[src/rtl/pipe_pkg.sv]
// Shared definitions for the pipeline stage registers: occupancy states,
// per-stage payload widths and the field layout used to pack/unpack payloads.
package pipe_pkg;

    typedef enum logic [1:0] {
        PS_EMPTY = 2'd0,
        PS_FULL  = 2'd1,
        PS_SKID  = 2'd2
    } pipe_state_e;

    // IF/ID: {pc[15:0], instr[15:0]}
    localparam int IFID_W          = 32;
    localparam int IFID_INSTR_LSB  = 0;
    localparam int IFID_PC_LSB     = 16;

    // ID/EX: {ctrl[7:0], wb_dst[3:0], imm[15:0], rs2_val[15:0], rs1_val[15:0]}
    localparam int IDEX_W          = 60;
    localparam int IDEX_RS1_LSB    = 0;
    localparam int IDEX_RS2_LSB    = 16;
    localparam int IDEX_IMM_LSB    = 32;
    localparam int IDEX_DST_LSB    = 48;
    localparam int IDEX_CTRL_LSB   = 52;

    // EX/MEM: {ctrl[3:0], wb_dst[3:0], store_data[15:0], alu_result[15:0]}
    localparam int EXMEM_W         = 40;
    localparam int EXMEM_ALU_LSB   = 0;
    localparam int EXMEM_STORE_LSB = 16;
    localparam int EXMEM_DST_LSB   = 32;
    localparam int EXMEM_CTRL_LSB  = 36;

    // MEM/WB: {mem_to_reg, wb_dst[3:0], mem_data[15:0], alu_result[15:0]}
    localparam int MEMWB_W         = 37;
    localparam int MEMWB_ALU_LSB   = 0;
    localparam int MEMWB_MDATA_LSB = 16;
    localparam int MEMWB_DST_LSB   = 32;
    localparam int MEMWB_M2R_BIT   = 36;

    // Occupancy reported for each state.
    function automatic logic [1:0] state_count(input pipe_state_e st);
        logic [1:0] cnt;
        case (st)
            PS_EMPTY: cnt = 2'd0;
            PS_FULL:  cnt = 2'd1;
            PS_SKID:  cnt = 2'd2;
            default:  cnt = 2'd0;
        endcase
        return cnt;
    endfunction

    // Pack the MEM/WB fields into a stage payload.
    function automatic logic [MEMWB_W-1:0] pack_memwb(
        input logic        mem_to_reg,
        input logic [3:0]  wb_dst,
        input logic [15:0] mem_data,
        input logic [15:0] alu_result
    );
        return {mem_to_reg, wb_dst, mem_data, alu_result};
    endfunction

endpackage

[src/rtl/pipe_skid_reg_if.sv]
// Valid/ready handshake bundle between a pipeline stage register and its
// upstream/downstream neighbours.
interface pipe_skid_reg_if #(
    parameter int PAYLOAD_W = 37
);
    logic                 i_valid;
    logic [PAYLOAD_W-1:0] i_payload;
    logic                 o_ready;
    logic                 o_valid;
    logic [PAYLOAD_W-1:0] o_payload;
    logic                 i_ready_dn;
    logic [1:0]           o_count;

    // The environment around the stage drives inputs and observes outputs.
    modport master (
        output i_valid, i_payload, i_ready_dn,
        input  o_ready, o_valid, o_payload, o_count
    );

    // The stage register itself.
    modport slave (
        input  i_valid, i_payload, i_ready_dn,
        output o_ready, o_valid, o_payload, o_count
    );
endinterface

[src/rtl/pipe_skid_reg.sv]
// Pipeline stage register with valid/ready flow control, synchronous flush and
// an optional skid entry. Empty or flushed slots present an all-zero payload.
module pipe_skid_reg
    import pipe_pkg::*;
#(
    parameter int PAYLOAD_W = MEMWB_W,
    parameter bit SKID_EN   = 1'b1
) (
    input  logic             clk,
    input  logic             rst_n,
    input  logic             clear,
    pipe_skid_reg_if.slave   bus
);

    pipe_state_e          r_state;
    logic [PAYLOAD_W-1:0] r_main;
    logic [PAYLOAD_W-1:0] r_skid;

    // Outputs decode straight from registers; r_main is kept zero whenever
    // the stage is empty so the bubble needs no output mux.
    assign bus.o_valid   = (r_state != PS_EMPTY);
    assign bus.o_payload = r_main;
    assign bus.o_count   = state_count(r_state);

    generate
        if (SKID_EN) begin : g_ready_skid
            // Ready depends only on state: the skid entry absorbs the one
            // extra word that may arrive while the stall propagates upstream.
            assign bus.o_ready = (r_state != PS_SKID);
        end else begin : g_ready_noskid
            // Single entry: accept when empty or when the head leaves now.
            assign bus.o_ready = (r_state == PS_EMPTY) | bus.i_ready_dn;
        end
    endgenerate

    // Occupancy FSM and data registers; flush beats every transfer.
    always_ff @(posedge clk or negedge rst_n) begin
        if (!rst_n) begin
            r_state <= PS_EMPTY;
            r_main  <= '0;
            r_skid  <= '0;
        end else if (clear) begin
            r_state <= PS_EMPTY;
            r_main  <= '0;
            r_skid  <= '0;
        end else begin
            case (r_state)
                PS_EMPTY: begin
                    if (bus.i_valid) begin
                        r_state <= PS_FULL;
                        r_main  <= bus.i_payload;
                    end else begin
                        r_state <= PS_EMPTY;
                    end
                end
                PS_FULL: begin
                    if (bus.i_valid && bus.i_ready_dn) begin
                        // Head leaves and the new word replaces it.
                        r_state <= PS_FULL;
                        r_main  <= bus.i_payload;
                    end else if (bus.i_valid && SKID_EN) begin
                        r_state <= PS_SKID;
                        r_skid  <= bus.i_payload;
                    end else if (bus.i_ready_dn) begin
                        r_state <= PS_EMPTY;
                        r_main  <= '0;
                    end else begin
                        r_state <= PS_FULL;
                    end
                end
                PS_SKID: begin
                    if (bus.i_ready_dn) begin
                        r_state <= PS_FULL;
                        r_main  <= r_skid;
                        r_skid  <= '0;
                    end else begin
                        r_state <= PS_SKID;
                    end
                end
                default: begin
                    r_state <= PS_EMPTY;
                    r_main  <= '0;
                    r_skid  <= '0;
                end
            endcase
        end
    end

endmodule
[src/flat_wrapper.sv]
// flat-port wrapper written by rule: the top's interface ports become plain ports
module pipe_skid_reg_flat import pipe_pkg::*;
#(
    parameter int PAYLOAD_W = MEMWB_W,
    parameter bit SKID_EN   = 1'b1
)
  (clk, rst_n, clear, bus_i_valid, bus_i_payload, bus_i_ready_dn, bus_o_ready, bus_o_valid, bus_o_payload, bus_o_count);
  pipe_skid_reg_if #(.PAYLOAD_W(PAYLOAD_W)) bus_i ();
  input  logic clk;
  input  logic rst_n;
  input  logic clear;
  input wire logic [$bits(bus_i.i_valid)-1:0] bus_i_valid;
  input wire logic [$bits(bus_i.i_payload)-1:0] bus_i_payload;
  input wire logic [$bits(bus_i.i_ready_dn)-1:0] bus_i_ready_dn;
  output wire logic [$bits(bus_i.o_ready)-1:0] bus_o_ready;
  output wire logic [$bits(bus_i.o_valid)-1:0] bus_o_valid;
  output wire logic [$bits(bus_i.o_payload)-1:0] bus_o_payload;
  output wire logic [$bits(bus_i.o_count)-1:0] bus_o_count;
  assign bus_i.i_valid = bus_i_valid;
  assign bus_i.i_payload = bus_i_payload;
  assign bus_i.i_ready_dn = bus_i_ready_dn;
  assign bus_o_ready = bus_i.o_ready;
  assign bus_o_valid = bus_i.o_valid;
  assign bus_o_payload = bus_i.o_payload;
  assign bus_o_count = bus_i.o_count;
  pipe_skid_reg #(.PAYLOAD_W(PAYLOAD_W), .SKID_EN(SKID_EN)) u_core (.clk(clk), .rst_n(rst_n), .clear(clear), .bus(bus_i));
endmodule
[config.mk]
export PLATFORM = sky130hd
export DESIGN_NAME = pipe_skid_reg_flat
export DESIGN_NICKNAME = d
export VERILOG_FILES = /design/src/rtl/pipe_pkg.sv /design/src/rtl/pipe_skid_reg_if.sv /design/src/rtl/pipe_skid_reg.sv /design/src/flat_wrapper.sv
export SDC_FILE = /design/constraint.sdc
export NUM_CORES = 1
export LEC_CHECK = 0
export BUFFER_PORTS_ARGS = -buffer_cell sky130_fd_sc_hd__buf_4
export CORE_MARGIN = 5
export CORE_UTILIZATION = 46
export DETAILED_ROUTE_END_ITERATION = 8
export HOLD_SLACK_MARGIN = 0.06
export PLACE_DENSITY = 0.81
export SLEW_MARGIN = 40
export SYNTH_ARGS = -nofsm -noshare
export SYNTH_HDL_FRONTEND = slang
export SYNTH_SLANG_ARGS = --single-unit
[constraint.sdc]
create_clock -name clk -period 1.6 [get_ports clk]
set_input_delay 0.16 -clock clk [delete_from_list [all_inputs] [get_ports clk]]
set_output_delay 0.16 -clock clk [all_outputs]
set_load 0.05 [all_outputs]
==> flow_summary.json, run 1 <==
{
  "status": "finished with violations",
  "violations": "setup timing",
  "core-area_um2": 8300,
  "gp_congestion": 0.820,
  "first_pass_iters": 4,
  "cellPowerDensity_nw_per_um2": 972,
  "crit_fanout": 20,
  "reg2reg_depth": 7,
  "hold_path_class": "input pin to flop",
  "row_count": 33,
  "r2r-end": "u_core.bus.o_payload[4]",
  "rsz0062_at_grt": "yes",
  "clock-root-buffer": "clkbuf_8",
  "synth-seq-area-share_pct": 48.0,
  "antenna_found_initial": 0,
  "min_from": "bus_i_payload[6]",
  "cp.arrival_ns": 2.12,
  "drt-wirelength-per-cell_um": 17.3,
  "timing.fmax_ghz": 0.529,
  "syn_inst": 393,
  "synth_compound_area_share_pct": 14.1,
  "drc": 0,
  "ant_nets": 0,
  "synthXorXnorAreaFrac_pct": 0,
  "min_to": "u_core.r_skid[6]",
  "hold_depth": 3,
  "synth_simple_gate_area_share_pct": 9.63,
  "finalClockSkew_ns": 0.00766,
  "numCtsBuffers": 9,
  "drv_cap": 0,
  "synth_top_area_cell": "dfrtp_1",
  "tns_ns": -10.32,
  "synth_area_leaders": "dfrtp_1 (48%), mux2i_1 (19%), a22o_1 (8.4%), nand2_1 (7.0%), o21ai_0 (4.8%)",
  "yosys_warnings": 0,
  "grt_pass1_vias": 3385,
  "critPathSlowestCell": "a222oi_1",
  "vias": 3297,
  "area_delta_synth_final_pct": 32.2,
  "fp.dieH_um": 103,
  "final.min_clock_period_ns": 1.89,
  "synthArstFlopShare_pct": 100,
  "fin_ws_ns": -0.291,
  "synth.ff_latch_count": 76,
  "ir_worst_vdd_v": 0.000432,
  "vias_per_cell": 5.42,
  "dpl_worst_slack_ns": -0.409,
  "synth_fa_ha_area_share_pct": 0.631,
  "drive_gt1_share_pct": 28.8,
  "synth_ff_type": "dfrtp_1",
  "worst_setup_path_start_kind": "flop",
  "leakage_nw": 2.47,
  "hpwlAfterDp_um": 6510,
  "cts_sinks": 76,
  "finalSetupViolCount": 39,
  "grt_pass1_wl_um": 17100,
  "synth_edf_count": 0,
  "syn-cell-area_um2": 3960,
  "drt-total-wl_um": 10500,
  "post-route-util_pct": 63.2,
  "clk_path_buf_depth": 2,
  "insertion_delay_ns": 0.34,
  "fin_crit_sh_pct": 118,
  "hold_viol": 0,
  "worstMarginPinSlew_ns": 0.610,
  "critPathCaptureType": "flop",
  "fp.dieW_um": 103,
  "grtUsageTotal_pct": 20.9,
  "max_stage_delay_ns": 0.54,
  "initial_utilization_pct": 47.8,
  "grt_max_degree": 38,
  "drt-initial-drc-count": 161,
  "die-area_um2": 10600,
  "r2r_start": "u_core.r_state[0]",
  "antenna_cells": 0,
  "io_buffers": 82,
  "crit_type": "flop to flop",
  "pin_count": 83,
  "r2r_setup_slack_ns": -0.29,
  "avgSynthCellArea_um2": 10.1,
  "final_nets": 542,
  "path_cells": "buf_6 > nand2b_4 > inv_8 > a222oi_1 > nor2_4 > buf_16 > a22o_1",
  "cts.clk_slew.worst_paths_ns": 0.08,
  "cts_max_level": 3,
  "cts_tree": "built",
  "synth_common_cells": "dfrtp_1 (76), mux2i_1 (76), nand2_1 (74)",
  "netlist-cell-type-count": 24,
  "cp_data_required_time_ns": 1.83,
  "synthesis.nets": 437,
  "synth_top_family_by_area": "multiplexers",
  "synthMuxAreaShare_pct": 19.5,
  "overflow": 0,
  "maxSlewHeadroom_pct": 59.2,
  "synth_top_area_share_pct": 48.0,
  "drv_slew": 0
}
-- report_power, final --
part,internal [mW],switching [mW]
logic,0.511,0.785
clock network,0.922,0.734
registers,2.05,0.0890
-- sequential cells by signal, indices dropped and copies added (netlist names) --
| register | cells |
|---|---|
| u_core.bus.o_payload | 37 |
| u_core.r_skid | 37 |
| u_core.r_state | 2 |
-- per-layer routing --
metal,wire (µm),vias to the layer above,global-route usage [%]
met5,0,-,0
met4,202,0,8.07
met3,554,17,4.06
met2,5500,88,35.1
met1,4270,1651,26.8
li1,-,1541,-
-- timing repair --
action / CTS / global route
buffers inserted: 10 / 5
setup endpoints to repair: 75 / 59
hold buffers: 3 / 1
endpoints found under the hold margin: 33 / 1
gates cloned: 2 / 0
resized for setup: 5 / 4
pin swaps: 4 / 4
-- layout by cell type, fill, tap and decap left out, types with 5 or more instances in the layout --
cell type,Yosys,routed
dfrtp_1,76,75
clkbuf_8,0,10
buf_4,5,103
nor2_1,5,5
inv_1,39,39
a22o_1,38,38
mux2i_1,76,76
o21ai_0,38,38
nand2_1,74,74
buf_6,4,5
-- critical path: cells and delay by family (launching register included) --
kind / cells / cell delay, ns
flip-flops: 1 / 0.42
buffers and inverters: 3 / 0.34
AO/OA/AOI/OAI: 2 / 0.72
AND/OR/NAND/NOR: 2 / 0.29
-- worst max-delay path by stage --
| stage | from | endpoint |
|---|---|---|
| after global routing | u_core.r_state[0] | u_core.bus.o_payload[31] |
| after floorplan | u_core.r_state[0] | u_core.bus.o_payload[16] |
| after global placement | u_core.r_state[1] | u_core.bus.o_payload[36] |
| final | u_core.r_state[0] | u_core.bus.o_payload[4] |
| after detailed placement | bus_i_ready_dn | u_core.bus.o_payload[2] |
| after CTS | u_core.r_state[0] | u_core.bus.o_payload[2] |
-- cell type report --
class	count	area, µm²
Clock buffer	10	138
Clock inverter	6	86.3
Fill cell	658	3060
Inverter	41	161
Multi-Input combinational cell	249	1770
Sequential cell	76	1900
Tap cell	105	131
Timing Repair Buffer	121	1050
-- logic make-up after synthesis --
family / count (synthesis)
and+or+nand+nor: 88
AOI/OAI and AO/OA: 81
muxes: 77
DFF: 76
buffers and inverters: 69
adders and majority gates: 2
-- metrics by stage --
| step | cells | power (mW) | area, µm² | hold slack, ns |
|---|---|---|---|---|
| after floorplan | 393 | 2.92 | 3970 | -0.136 |
| after global placement | 570 | 3.33 | 4740 | 0.137 |
| after detailed placement | 572 | 3.38 | 4780 | 0.142 |
| after CTS | 603 | 5.09 | 5170 | 0.0619 |
| after global routing | 608 | 5.31 | 5240 | 0.0760 |
| final | 608 | 5.09 | 5240 | 0.0736 |
Power figures use the tool's default switching activity.
==> inputs of run 2 (changes only) <==
--- a/config.mk
+++ b/config.mk
@@ -5,6 +5,7 @@
 export SDC_FILE = /design/constraint.sdc
 export NUM_CORES = 1
 export LEC_CHECK = 0
+export ABC_AREA = 1
 export BUFFER_PORTS_ARGS = -buffer_cell sky130_fd_sc_hd__buf_4
 export CORE_MARGIN = 5
 export CORE_UTILIZATION = 46
==> run 2 against run 1 <==
  * The flow now finishes without violations
  * Clock power down 19%
  * Combinational power about the same
  * Routed wire length up 2.4%
  * Design area down 8.5%
  * Critical path type is now flop to primary output
==> flow_summary.json, run 2 <==
{
  "switching_share_pct": 34.7,
  "r2r_start": "u_core.r_state[0]",
  "crit_fanout": 22,
  "fin_cells": 674,
  "syn-cell-area_um2": 3790,
  "antenna_cells": 0,
  "io_buffers": 82,
  "synthesis.nets": 528,
  "leakage_nw": 2.41,
  "synth-seq-area-share_pct": 50.2,
  "hold_depth": 3,
  "drv_slew": 0,
  "min_to": "u_core.r_skid[34]",
  "netlist-cell-type-count": 18,
  "initial_utilization_pct": 46.6,
  "hold_path_class": "input pin to flop",
  "synth_edf_count": 0,
  "critPathCaptureType": "primary output",
  "final_cell_mix": "nand2_1 (190), buf_4 (94), nand3_1 (77), dfrtp_1 (74), a21oi_1 (37)",
  "rsz0062_at_grt": "yes",
  "seqPwrFrac_pct": 45.1,
  "insertion_delay_ns": 0.35,
  "syn_inst": 484,
  "area_delta_synth_final_pct": 26.6,
  "cts_max_level": 3,
  "path_cells": "buf_8 > inv_1 > nor2_2 > buf_6",
  "p_switching_mw": 1.66,
  "synth_simple_gate_area_share_pct": 31.5,
  "drt-wirelength-per-cell_um": 16.0,
  "first_pass_iters": 5,
  "synth_fa_ha_area_share_pct": 0.661,
  "synth_top_family_by_area": "simple AND/OR/NAND/NOR gates",
  "cp_data_required_time_ns": 1.44,
  "p_clk_share_pct": 28.3,
  "fin_ws_ns": 0.0404,
  "grt_pass1_vias": 3710,
  "drt-initial-drc-count": 344,
  "clock-root-buffer": "clkbuf_8",
  "hpwlAfterDp_um": 6730,
  "postLayoutCellArea_um2": 4790,
  "die-area_um2": 10200,
  "fin_crit_sh_pct": 97.5,
  "vias_per_cell": 5.50,
  "grtUsageTotal_pct": 21.7,
  "final.min_clock_period_ns": 1.56,
  "ir_worst_vdd_v": 0.000495,
  "postPlaceCellArea_um2": 4490,
  "min_from": "bus_i_payload[34]",
  "gp_congestion": 0.792,
  "timing.fmax_ghz": 0.641,
  "cts_sinks": 76,
  "hold_viol": 0,
  "drv_cap": 0,
  "fp.dieH_um": 101,
  "reg2reg_depth": 7,
  "post-route-util_pct": 58.9,
  "final_nets": 608,
  "p_int_mw": 3.12,
  "vias": 3704,
  "worstMarginPinSlew_ns": 0.481,
  "r2r-end": "u_core.r_skid[26]",
  "crit_type": "flop to primary output",
  "maxSlewHeadroom_pct": 67.9,
  "avgSynthCellArea_um2": 7.83,
  "yosys_warnings": 0,
  "layout_commonest_cell": "nand2_1",
  "finalClockSkew_ns": 0.0103,
  "row_count": 33,
  "grt_max_degree": 43,
  "synth_common_cells": "nand2_1 (191), nand3_1 (77), dfrtp_1 (76)",
  "synthMuxAreaShare_pct": 0,
  "max_stage_delay_ns": 0.46,
  "cts.clk_slew.worst_paths_ns": 0.08,
  "critPathSlowestCell": "dfrtp_2",
  "drt-total-wl_um": 10800,
  "cellPowerDensity_nw_per_um2": 997,
  "core-area_um2": 8130,
  "dp.cells": 652,
  "tns_ns": 0,
  "worst_setup_path_start_kind": "flop",
  "fp.dieW_um": 101,
  "drc": 0,
  "grt_pass1_wl_um": 17500,
  "synth_top_area_share_pct": 50.2,
  "synth_area_leaders": "dfrtp_1 (50%), nand2_1 (19%), nand3_1 (10%), a21oi_1 (4.9%), o21ai_1 (4.4%)",
  "synth_top_area_cell": "dfrtp_1",
  "power.share.combinational_pct": 26.6,
  "synth_compound_area_share_pct": 10.0,
  "r2r_setup_slack_ns": 0.05,
  "numCtsBuffers": 9,
  "synth_ff_type": "dfrtp_1",
  "ant_nets": 0,
  "finalSetupViolCount": 0,
  "dpl_worst_slack_ns": -0.103,
  "synth.ff_latch_count": 76,
  "pin_count": 83,
  "clk_path_buf_depth": 2,
  "overflow": 0,
  "status": "completed",
  "cts_tree": "built",
  "drive_gt1_share_pct": 24.1,
  "synthXorXnorAreaFrac_pct": 0,
  "yosysMostFrequentCell": "nand2_1",
  "antenna_found_initial": 0,
  "cp.arrival_ns": 1.40,
  "synthArstFlopShare_pct": 100
}
==> run 2: cell types whose count changed after synthesis, sizes merged, moves of 12 or more <==
cell and change:
mux2i -76, a21oi +34, a22o -38, inv -31
nand3 +80, nand2 +119, buf +12
==> run 2: through the flow <==
step	hold slack [ns]	power, mW
6_report	0.0896	4.78
5_1_grt	0.0881	5.00
2_1_floorplan	-0.136	2.97
3_5_place_dp	0.0532	3.42
4_1_cts	0.0786	4.78
3_3_place_gp	0.0492	3.39
==> run 2: layer usage <==
layer,up-vias,GRT usage (%),routed length [µm]
met2,174,35.4,5310
li1,1740,-,-
met3,16,5.19,943
met1,1774,27.4,4360
met4,0,9.22,161
met5,-,0,0
==> run 2: cell type report <==
| class | instances | area (µm²) |
|---|---|---|
| Inverter | 10 | 37.5 |
| Timing Repair Buffer | 107 | 921 |
| Clock inverter | 4 | 23.8 |
| Fill cell | 718 | 3340 |
| Tap cell | 105 | 131 |
| Clock buffer | 12 | 155 |
| Multi-Input combinational cell | 360 | 1620 |
| Sequential cell | 76 | 1900 |
==> run 2: critical path: cells and delay by family, from the launching register on <==
family / cells / cell delay (ns)
AND/OR/NAND/NOR: 1 / 0.13
flip-flops: 1 / 0.46
buffers and inverters: 3 / 0.47
==> run 2: logic make-up (layout without fill, tap and decap cells) <==
group / Yosys count / count (layout)
and+or+nand+nor: 281 / 282
AOI/OAI and AO/OA: 76 / 76
DFF: 76 / 76
buffers and inverters: 49 / 133
adders and majority gates: 2 / 2
==> run 2: worst max-delay path by stage <==
stage	start	to	cells past startpoint
2_1_floorplan	u_core.r_state[0]	u_core.r_state[0]	7
3_3_place_gp	u_core.r_state[1]	u_core.bus.o_payload[26]	7
3_5_place_dp	u_core.r_state[1]	u_core.bus.o_payload[26]	7
4_1_cts	u_core.r_state[0]	bus_o_count[0]	4
5_1_grt	u_core.r_state[0]	bus_o_valid	4
6_report	u_core.r_state[0]	bus_o_count[0]	4
==> run 2: power by group through the flow <==
stage / sequential [mW] / clock, mW / combinational, mW
finish: 2.16 / 1.35 / 1.27
global route: 2.17 / 1.46 / 1.37
CTS: 2.15 / 1.37 / 1.25
detailed placement: 2.19 / 0 / 1.23
global placement: 2.18 / 0 / 1.20
floorplan: 2.51 / 0 / 0.468
==> run 2: what timing repair did <==
action	4_1_cts	5_1_grt
resized for setup	10	5
hold buffers	1	0
gates cloned	1	1
pin swaps	0	2
endpoints found under the hold margin	76	0
setup endpoints to repair	40	41
setup buffers	0	3
==> inputs of run 3 (changes only) <==
--- a/config.mk
+++ b/config.mk
@@ -7,11 +7,13 @@
 export LEC_CHECK = 0
 export ABC_AREA = 1
 export BUFFER_PORTS_ARGS = -buffer_cell sky130_fd_sc_hd__buf_4
+export CAP_MARGIN = 25
 export CORE_MARGIN = 5
 export CORE_UTILIZATION = 46
+export CTS_BUF_LIST = sky130_fd_sc_hd__clkbuf_16
 export DETAILED_ROUTE_END_ITERATION = 8
 export HOLD_SLACK_MARGIN = 0.06
-export PLACE_DENSITY = 0.81
+export PLACE_DENSITY = 0.69
 export SLEW_MARGIN = 40
 export SYNTH_ARGS = -nofsm -noshare
 export SYNTH_HDL_FRONTEND = slang
==> run 3 against run 2 <==
  * Final cell count unchanged
  * Worst setup slack better by 0.0056 ns
  * Sequential share of layout area is 0.47 points lower
  * Routed wire length down 7.4%
  * First-iteration DRC count fell by 47%
  * Largest cell class unchanged
  * Utilization grew 0.66 points
  * Register-to-register slack better by 0.11 ns
  * Sequential cell count did not move
  * Design area up 1.1%
  * Critical path type unchanged
  * Largest power group unchanged
==> flow_summary.json, run 3 (synthesis results as in run 2) <==
{
  "clk_path_buf_depth": 2,
  "numCtsBuffers": 9,
  "postPlaceCellArea_um2": 4520,
  "cellPowerDensity_nw_per_um2": 1100,
  "drv_slew": 0,
  "critPathSlowestCell": "dfrtp_1",
  "vias": 3480,
  "io_buffers": 82,
  "hold_viol": 0,
  "dp.cells": 654,
  "final_cell_mix": "nand2_1 (191), buf_4 (101), nand3_1 (77), dfrtp_1 (75), a21oi_1 (37)",
  "drv_cap": 0,
  "tns_ns": 0,
  "grt_pass1_wl_um": 17300,
  "drt-wirelength-per-cell_um": 14.8,
  "fin_cells": 674,
  "antenna_cells": 0,
  "crit_type": "flop to primary output",
  "hpwlAfterDp_um": 6630,
  "gp_congestion": 0.791,
  "critPathCaptureType": "primary output",
  "final_nets": 608,
  "drive_gt1_share_pct": 23.0,
  "drt-total-wl_um": 9980,
  "crit_fanout": 10,
  "fp.dieW_um": 101,
  "max_stage_delay_ns": 0.43,
  "first_pass_iters": 4,
  "dpl_worst_slack_ns": 0.204,
  "grt_max_degree": 39,
  "clock-root-buffer": "clkbuf_16",
  "cp.arrival_ns": 1.39,
  "ir_worst_vdd_v": 0.000587,
  "fin_ws_ns": 0.0459,
  "insertion_delay_ns": 0.33,
  "cts.clk_slew.worst_paths_ns": 0.05,
  "layout_commonest_cell": "nand2_1",
  "core-area_um2": 8130,
  "status": "completed",
  "grtUsageTotal_pct": 21.4,
  "worst_setup_path_start_kind": "flop",
  "drt-initial-drc-count": 184,
  "row_count": 33,
  "hold_path_class": "input pin to flop",
  "finalSetupViolCount": 0,
  "finalPower_mw": 5.34,
  "cts_tree": "built",
  "area_delta_synth_final_pct": 28.0,
  "drc": 0,
  "cp_data_required_time_ns": 1.44,
  "initial_utilization_pct": 46.6,
  "overflow": 0,
  "leakage_nw": 2.45,
  "final.min_clock_period_ns": 1.55,
  "fin_crit_sh_pct": 97.1,
  "die-area_um2": 10200,
  "rsz0062_at_grt": "no",
  "antenna_found_initial": 0,
  "postLayoutCellArea_um2": 4850,
  "cts_max_level": 3,
  "timing.fmax_ghz": 0.643,
  "path_cells": "inv_2 > nor2_4 > buf_12 > inv_1 > buf_4",
  "cts_sinks": 76,
  "pin_count": 83,
  "grt_pass1_vias": 3558,
  "finalClockSkew_ns": 0.00554,
  "vias_per_cell": 5.16,
  "maxSlewHeadroom_pct": 78.2,
  "fp.dieH_um": 101,
  "worstMarginPinSlew_ns": 0.326,
  "ant_nets": 0
}
==> run 3: power by group <==
part / internal, mW / switching (mW) / total, mW
Sequential: 2.07 / 0.0868 / 2.15
Combinational: 0.403 / 0.834 / 1.24
Clock: 1.19 / 0.763 / 1.95
Total: 3.66 / 1.68 / 5.34
==> run 3: worst paths after layout <==
kind / depth (start not counted) / slack (ns) / startpoint / end
hold reg to reg: 2 / 0.48 / u_core.bus.o_payload[20] / u_core.bus.o_payload[20]
hold / removal: 3 / 0.12 / bus_i_payload[16] / u_core.r_skid[16]
setup / recovery: 5 / 0.05 / u_core.r_state[1] / bus_o_ready
setup reg to reg: 7 / 0.16 / u_core.r_state[1] / u_core.bus.o_payload[2]
min in group asynchronous: 2 / 0.28 / rst_n / u_core.bus.o_payload[34]
max in group asynchronous: 3 / 0.70 / rst_n / u_core.r_state[0]
==> run 3: stage by stage <==
step,utilization [%],hold slack (ns)
4_1_cts,59.2,0.111
5_1_grt,59.6,0.116
6_report,59.6,0.120
3_5_place_dp,55.5,0.0899
2_1_floorplan,-,-0.136
3_3_place_gp,55.5,0.0808
==> run 3: area by class of cell <==
| type | count | area, µm² |
|---|---|---|
| inverters | 10 | 37.5 |
| fillers | 746 | 3290 |
| clock buffers | 9 | 225 |
| well taps | 105 | 131 |
| clock inverters | 7 | 60.1 |
| repair buffers | 108 | 888 |
| multi-input cells | 359 | 1600 |
| flip-flops and latches | 76 | 1900 |
==> run 3: per-layer routing <==
| metal | vias to the layer above | GRT usage [%] | part of all wire (%) |
|---|---|---|---|
| met5 | - | 0 | 0 |
| met4 | 0 | 5.60 | 0.89 |
| met3 | 8 | 5.40 | 6.9 |
| met2 | 115 | 35.1 | 50 |
| met1 | 1621 | 28.2 | 43 |
| li1 | 1736 | - | - |
==> run 3: repair_timing <==
item	4_1_cts	5_1_grt
endpoints found under the hold margin	21	0
hold buffers	1	0
pin swaps	0	1
gates resized for setup	1	2
endpoints found under the setup margin	1	1
buffers inserted	0	3
==> run 3: critical path, delay by kind of cell, from the launching register on <==
family | cells | cell delay (ns)
flip-flops | 1 | 0.43
buffers and inverters | 4 | 0.46
AND/OR/NAND/NOR | 1 | 0.17
